$ cat src/rtl/cdb_arbiter.sv
// cdb_arbiter: shares the common data bus between the ALU reservation station
// and the load/store buffer. Each source writes into a private FIFO, and a
// round-robin arbiter drains one entry per cycle onto a registered CDB.
module cdb_arbiter #(
    parameter int ROB_ID_W = 4,
    parameter int DATA_W   = 32,
    parameter int ADDR_W   = 32,
    parameter int DEPTH    = 2
) (
    input  logic                clk,
    input  logic                rst,
    input  logic                rdy,
    input  logic                flush,
    input  logic                alu_valid,
    input  logic [ROB_ID_W-1:0] alu_rob_id,
    input  logic [DATA_W-1:0]   alu_value,
    input  logic                alu_jump,
    input  logic [ADDR_W-1:0]   alu_pc_next,
    output logic                alu_full,
    input  logic                lsb_valid,
    input  logic [ROB_ID_W-1:0] lsb_rob_id,
    input  logic [DATA_W-1:0]   lsb_value,
    output logic                lsb_full,
    output logic                cdb_valid,
    output logic [ROB_ID_W-1:0] cdb_rob_id,
    output logic [DATA_W-1:0]   cdb_value,
    output logic                cdb_jump,
    output logic [ADDR_W-1:0]   cdb_pc_next,
    output logic                cdb_src
);

    localparam int PTR_W = $clog2(DEPTH);
    localparam int CNT_W = $clog2(DEPTH) + 1;
    localparam logic [CNT_W-1:0] FULL_CNT = CNT_W'(DEPTH);

    localparam logic SRC_ALU = 1'b0;
    localparam logic SRC_LSB = 1'b1;

    // ALU queue storage and pointers
    logic [ROB_ID_W-1:0] alu_id_mem   [DEPTH];
    logic [DATA_W-1:0]   alu_val_mem  [DEPTH];
    logic                alu_jump_mem [DEPTH];
    logic [ADDR_W-1:0]   alu_pc_mem   [DEPTH];
    logic [PTR_W-1:0]    alu_wr_ptr;
    logic [PTR_W-1:0]    alu_rd_ptr;
    logic [CNT_W-1:0]    alu_cnt;

    // LSB queue storage and pointers (no jump / next-PC fields)
    logic [ROB_ID_W-1:0] lsb_id_mem  [DEPTH];
    logic [DATA_W-1:0]   lsb_val_mem [DEPTH];
    logic [PTR_W-1:0]    lsb_wr_ptr;
    logic [PTR_W-1:0]    lsb_rd_ptr;
    logic [CNT_W-1:0]    lsb_cnt;

    logic last_grant;
    logic alu_push;
    logic lsb_push;
    logic alu_nonempty;
    logic lsb_nonempty;
    logic grant_alu;
    logic grant_lsb;

    // Full flags, push acceptance and round-robin grant from registered state
    always_comb begin
        alu_full     = (alu_cnt == FULL_CNT);
        lsb_full     = (lsb_cnt == FULL_CNT);
        alu_push     = alu_valid && !alu_full;
        lsb_push     = lsb_valid && !lsb_full;
        alu_nonempty = (alu_cnt != '0);
        lsb_nonempty = (lsb_cnt != '0);
        grant_alu    = alu_nonempty && (!lsb_nonempty || (last_grant == SRC_LSB));
        grant_lsb    = lsb_nonempty && (!alu_nonempty || (last_grant == SRC_ALU));
    end

    // Queue payload writes; storage needs no reset since counts gate reads
    always_ff @(posedge clk) begin
        if (!rst && rdy && !flush) begin
            if (alu_push) begin
                alu_id_mem[alu_wr_ptr]   <= alu_rob_id;
                alu_val_mem[alu_wr_ptr]  <= alu_value;
                alu_jump_mem[alu_wr_ptr] <= alu_jump;
                alu_pc_mem[alu_wr_ptr]   <= alu_pc_next;
            end
            if (lsb_push) begin
                lsb_id_mem[lsb_wr_ptr]  <= lsb_rob_id;
                lsb_val_mem[lsb_wr_ptr] <= lsb_value;
            end
        end
    end

    // ALU queue pointers and occupancy
    always_ff @(posedge clk) begin
        if (rst) begin
            alu_wr_ptr <= '0;
            alu_rd_ptr <= '0;
            alu_cnt    <= '0;
        end else if (rdy) begin
            if (flush) begin
                alu_wr_ptr <= '0;
                alu_rd_ptr <= '0;
                alu_cnt    <= '0;
            end else begin
                if (alu_push)
                    alu_wr_ptr <= alu_wr_ptr + 1'b1;
                if (grant_alu)
                    alu_rd_ptr <= alu_rd_ptr + 1'b1;
                case ({alu_push, grant_alu})
                    2'b10:   alu_cnt <= alu_cnt + 1'b1;
                    2'b01:   alu_cnt <= alu_cnt - 1'b1;
                    default: alu_cnt <= alu_cnt;
                endcase
            end
        end
    end

    // LSB queue pointers and occupancy
    always_ff @(posedge clk) begin
        if (rst) begin
            lsb_wr_ptr <= '0;
            lsb_rd_ptr <= '0;
            lsb_cnt    <= '0;
        end else if (rdy) begin
            if (flush) begin
                lsb_wr_ptr <= '0;
                lsb_rd_ptr <= '0;
                lsb_cnt    <= '0;
            end else begin
                if (lsb_push)
                    lsb_wr_ptr <= lsb_wr_ptr + 1'b1;
                if (grant_lsb)
                    lsb_rd_ptr <= lsb_rd_ptr + 1'b1;
                case ({lsb_push, grant_lsb})
                    2'b10:   lsb_cnt <= lsb_cnt + 1'b1;
                    2'b01:   lsb_cnt <= lsb_cnt - 1'b1;
                    default: lsb_cnt <= lsb_cnt;
                endcase
            end
        end
    end

    // Registered CDB broadcast and round-robin history
    always_ff @(posedge clk) begin
        if (rst) begin
            last_grant  <= SRC_LSB;
            cdb_valid   <= 1'b0;
            cdb_rob_id  <= '0;
            cdb_value   <= '0;
            cdb_jump    <= 1'b0;
            cdb_pc_next <= '0;
            cdb_src     <= SRC_ALU;
        end else if (rdy) begin
            if (flush) begin
                cdb_valid  <= 1'b0;
                last_grant <= SRC_LSB;
            end else begin
                cdb_valid <= grant_alu || grant_lsb;
                if (grant_alu) begin
                    last_grant  <= SRC_ALU;
                    cdb_src     <= SRC_ALU;
                    cdb_rob_id  <= alu_id_mem[alu_rd_ptr];
                    cdb_value   <= alu_val_mem[alu_rd_ptr];
                    cdb_jump    <= alu_jump_mem[alu_rd_ptr];
                    cdb_pc_next <= alu_pc_mem[alu_rd_ptr];
                end else if (grant_lsb) begin
                    last_grant  <= SRC_LSB;
                    cdb_src     <= SRC_LSB;
                    cdb_rob_id  <= lsb_id_mem[lsb_rd_ptr];
                    cdb_value   <= lsb_val_mem[lsb_rd_ptr];
                    cdb_jump    <= 1'b0;
                    cdb_pc_next <= '0;
                end
            end
        end
    end

endmodule

$ cat config.mk
export PLATFORM = sky130hd
export DESIGN_NAME = cdb_arbiter
export DESIGN_NICKNAME = d
export VERILOG_FILES = /design/src/rtl/cdb_arbiter.sv
export SDC_FILE = /design/constraint.sdc
export NUM_CORES = 1
export LEC_CHECK = 0
export BUFFER_PORTS_ARGS = -buffer_cell sky130_fd_sc_hd__buf_2
export CORE_MARGIN = 3
export CORE_UTILIZATION = 60
export CTS_CLUSTER_SIZE = 30
export DETAILED_ROUTE_END_ITERATION = 10
export GPL_ROUTABILITY_DRIVEN = 0
export GPL_TIMING_DRIVEN = 1
export HOLD_SLACK_MARGIN = 0.08
export PLACE_DENSITY = 0.83
export SLEW_MARGIN = 20
export SYNTH_ARGS = -nofsm -noshare
export SYNTH_HDL_FRONTEND = slang
export SYNTH_SLANG_ARGS = --single-unit
$ cat constraint.sdc
create_clock -name clk -period 9.1 [get_ports clk]
set_clock_uncertainty 0.1 [all_clocks]
set_input_delay 1.82 -clock clk [delete_from_list [all_inputs] [get_ports clk]]
set_output_delay 1.82 -clock clk [all_outputs]
set_load 0.02 [all_outputs]
Word level (Yosys, flattened, before mapping):

Memory sizes are Yosys's and may differ from the RTL's. A register that Yosys moved wholly into a read port is not among the register bits.
Cells that the tools add are included.

* bits in registers: 80
* bits in latches: 0
* RAM bits: 210
* bits in read-only memories: 0
* bits of input ports: 111
* output and inout port bits: 73
* word-level logic and storage cells: 110
* memories: 6

* add/subtract/negate cells: 8
* multiply operators: 0
* div/mod/pow operators: 0
* magnitude comparators: 0
* eq/ne operators: 6
* shift-type cells: 0
* mux-type cells: 42
* bitwise gates (word level): 2
* reduce and logical (&&, ||, !) cells: 33

Memories
* alu_pc_mem: words 2, width 32, rd ports 1, clocked after Yosys merged registers in 1, wr ports 1, RTL line 43 `logic [ADDR_W-1:0] alu_pc_mem [DEPTH];`
* alu_val_mem: words 2, width 32, rd ports 1, clocked after Yosys merged registers in 1, wr ports 1, RTL line 41 `logic [DATA_W-1:0] alu_val_mem [DEPTH];`
* lsb_val_mem: words 2, width 32, rd ports 1, clocked after Yosys merged registers in 1, wr ports 1, RTL line 50 `logic [DATA_W-1:0] lsb_val_mem [DEPTH];`
* alu_id_mem: words 2, width 4, rd ports 1, clocked after Yosys merged registers in 1, wr ports 1, RTL line 40 `logic [ROB_ID_W-1:0] alu_id_mem [DEPTH];`
* lsb_id_mem: words 2, width 4, rd ports 1, clocked after Yosys merged registers in 1, wr ports 1, RTL line 49 `logic [ROB_ID_W-1:0] lsb_id_mem [DEPTH];`
* alu_jump_mem: words 2, width 1, rd ports 1, clocked after Yosys merged registers in 1, wr ports 1, RTL line 42 `logic alu_jump_mem [DEPTH];`

Operators with widths (count)
* two-way mux 32 bit: 4
* two-way mux 1 bit: 32
* AND reduction 2 bit: 7
* nonzero test 2 bit: 7
* nonzero test 3 bit: 3
* == test 2 bit (second input constant): 4
* two-way mux 4 bit: 2
* case mux 2 bit (2 select lines): 2
* logical AND 1 bit: 6
* logical NOT 1 bit: 6
* adder 1 bit (second input constant): 4
* adder 2 x 1 -> 2 bit (second input constant): 2
* == test 2 x 1 -> 1 bit (second input constant): 2
* two-way mux 2 bit: 2
* subtractor 2 x 1 -> 2 bit (second input constant): 2
* logical OR 1 bit: 3
* AND reduction 3 bit: 1
* NOT 1 bit: 2

Longest topological paths before layout:

* depth in word-level cells: 8
* gate-level depth with buffers: 7

Worst setup path before layout:

Ideal clock, no wire load.

* path type: input -> register
* from: input rst
* to: memory alu_id_mem[0][0], enable pin
* arrival: 5228 ps
* slack: 3276 ps
* stages on the path: 4
* buffers on the path: 1
* path through: buf_2 -> nor3b_2 -> nand3_1 -> nor2_1

* longest elaborated chain between the ends: 5

Ends and longest elaborated chain
* start: declaration: RTL line 11 `input logic rst,`
* logical NOT 1 bit: RTL line 77 `if (!rst && rdy && !flush) begin`
* logical AND 1 bit (2 in a row): RTL line 77
* two-way mux 1 bit: RTL line 77
* two-way mux 1 bit (not written as such): RTL line 79 `alu_id_mem[alu_wr_ptr] <= alu_rob_id;`
* end: declaration: RTL line 40

Every way passes these cells.

Worst setup path after layout:

* from: input rdy
* to: memory alu_pc_mem[0][17], enable pin

* longest elaborated chain between the ends: 4

Ends and longest elaborated chain
* start: declaration: RTL line 12 `input logic rdy,`
* logical AND 1 bit (2 in a row): RTL line 77
* two-way mux 1 bit: RTL line 77
* two-way mux 1 bit (not written as such): RTL line 82 `alu_pc_mem[alu_wr_ptr] <= alu_pc_next;`
* end: declaration: RTL line 43

Every way passes these cells.

==> reports/metrics.yaml <==
grt:
  globalRouteMet2Util_pct: 36.41
  overflow: 0
  globalRouteMet1Util_pct: 27.79
  antenna_found_initial: 6
  grt_max_degree: 70
  busiest_layer: "met2"
  gr-usage-met3_pct: 6.151
  grt_util_all_layers_pct: 21.67
  grt_pass1_wl_mm: 33.42
  grt_pass1_vias: 6310
place:
  port_buffers: 183
  dp_hpwl_mm: 13.46
layout:
  layout.nets: 908
  drive_above_1_share_pct: 37.48
  syn_to_final_growth_pct: 18.20
synthesis:
  synth_top_cell_by_area: "edfxtp_1"
  synthCells: 614
  yosys.area.top_type_share_pct: 59.11
  yosysMostFrequentCell: "edfxtp_1"
  synth_edf_count: 210
  synth-seq-cells: 292
  synthFlopType: "edfxtp_1"
  yosys_warnings: 0
  yosys-top-cells-count: "edfxtp_1 (210), dfxtp_1 (82), mux2i_1 (69)"
  ys_top_cells_by_area: "edfxtp_1 (59%), dfxtp_1 (15%), mux2i_1 (6.5%), o2bb2ai_2 (4.2%), mux2_2 (3.8%)"
  synth_area_per_cell_um2: 17.38
  ys_types: 42
  synth_nets: 725
  synth_area_mm2: 0.01067
  async_reset_ff_share_pct: 0
  ys_seq_area_share_pct: 74.49
detailed_routing:
  drc: 0
  routed_via_density: 5.785
  drt_iter0_markers: 376
  final_antenna_net_count: 0
  dr.pass1.iters: 5
  wirelength_mm: 21.56
  drt-wirelength-per-cell_um: 20.63
  vias: 6045
clock_network:
  insertion_delay_ns: 0.54
  postCtsSetupRepairBufs: 0
  cts_root_buf: "clkbuf_16"
  htree_levels: 1
  post_cts_resized: 0
  clk_pin_slew_worst_paths_ns: 0.06
  cts_buffer_depth: 3
  cts-buffers-inserted: 28
  postCtsHoldBufs: 0
  cts_tree: "built"
  cts_num_sinks: 292
sta:
  tightest_slew_ns: 1.064
  setup_viol: 0
  slew-limit-headroom_pct: 29.08
  fin_crit_ns: 4.047
  fin_crit_sh_pct: 44.48
  fmax_mhz: 247.1
  rsz0062_at_grt: "no"
  finalHoldViolCount: 0
  slew_viol_final: 0
  setup_tns_ns: 0
  holdWs_ns: 0.3697
floorplanning:
  die_w_um: 139.3
  io-pin-count: 184
  fp-row-count: 48
  core-area_mm2: 0.01736
  die_h_um: 139.3
  die_area_mm2: 0.01942
  initial_core_util_pct: 61.47
min_path:
  hold_class: "reg2reg"
critical_path:
  arrival_ns: 4.11
  worst_setup_path_start_kind: "primary input"
  required_ns: 9.16
  critPathKind: "in2reg"
  cp_max_fo: 39
  end_kind: "register"
job:
  max_cap_viol_count: 0
power_and_ir_drop:
  pwr_density_cell_mw_per_mm2: 208.3
  vdd_drop_max_v: 0.0001729
  p_leak_uw: 0.004549
outcome:
  status: "finished clean"
## logic make-up (layout without fill, tap and decap cells)
group                     after synthesis  in the layout  synth area share, %
AOI/OAI and AO/OA                      96             96                9.687
xor gates and xnor gates                5              5               0.4104
buffers and inverters                  44            249                2.123
DFF                                   292            292                74.49
muxes                                 105            105                10.27
other                                   0              1                    0
and+or+nand+nor                        72             72                3.014
## routing by layer
metal	vias to the layer above	share of wire [%]
li1	2760	-
met1	2944	39
met2	278	49
met3	53	9.1
met4	10	2.7
met5	-	0.30
## worst max-delay path, cell delays in order
cell,delay [ns]
buf_2,0.22
nor3b_2,0.33
nand3_1,0.24
nor2_4,0.83
buf_4,0.61
## flip-flops by register name (all words and copies together) (netlist names), 2 cells and up, named ones only
register and flops:
alu_id_mem 8, alu_val_mem 64, lsb_id_mem 8, lsb_val_mem 64, lsb_cnt 2, alu_pc_mem 64
alu_cnt 2, cdb_value 32, alu_jump_mem 2, cdb_rob_id 4, cdb_pc_next 32
## path summary, 6_finish.rpt
| kind | from | to | slack (ns) | depth (start not counted) |
|---|---|---|---|---|
| setup / recovery | rdy | alu_pc_mem[0][17]$_DFFE_PP_ | 5.05 | 5 |
| hold / removal | cdb_jump$_SDFFE_PP0P_ | cdb_jump$_SDFFE_PP0P_ | 0.37 | 1 |
| setup reg to reg | alu_cnt[0]$_SDFFE_PP0P_ | alu_pc_mem[0][17]$_DFFE_PP_ | 6.24 | 4 |
| hold reg to reg | cdb_jump$_SDFFE_PP0P_ | cdb_jump$_SDFFE_PP0P_ | 0.37 | 1 |
## where the power goes
part	total [uW]	switching, uW	leakage, uW	internal, uW
clock	1040	465	0.000401	573
combinational	125	73.5	0.00159	51.6
sequential	1460	16.3	0.00256	1450
## stage by stage
stage / power, uW / cell area, um^2 / setup WS, ns / cells / util (%)
after detailed placement: 1616 / 11760 / 4.523 / 991 / 67.73
after CTS: 2640 / 12580 / 5.068 / 1043 / 72.47
final: 2627 / 12610 / 5.053 / 1045 / 72.66
after floorplan: 1558 / 10670 / 3.276 / 614 / -
after global placement: 1608 / 11760 / 4.661 / 991 / 67.73
after global routing: 2709 / 12610 / 4.863 / 1045 / 72.66
## layout make-up
class / count / area, um^2
inverter: 8 / 30.03
antenna: 1 / 2.502
clock inverter: 16 / 82.58
clock buffer: 36 / 740.7
timing repair buffer: 189 / 980.9
sequential: 292 / 7955
fill: 1073 / 4746
tap: 225 / 281.5
multi-input combinational: 278 / 2537
## layout by cell type (no fill, tap or decap), types with 2 or more instances in the layout
master	count
nand2_1	3
clkinv_1	9
mux2_2	36
a31oi_1	2
xnor2_1	4
clkbuf_16	28
mux2i_1	69
a21oi_1	5
nor2_4	5
nand3_1	5
o21a_1	2
o22ai_1	2
edfxtp_1	210
buf_4	5
o2bb2ai_2	30
dfxtp_4	2
dfxtp_1	80
a311oi_1	2
clkinv_2	5
buf_2	183
inv_1	8
nand2b_1	4
o2bb2ai_1	3
clkbuf_1	7
nor2_1	47
o21ai_0	5
a221o_1	36
Note: power is estimated with default switching activity, not from simulation.
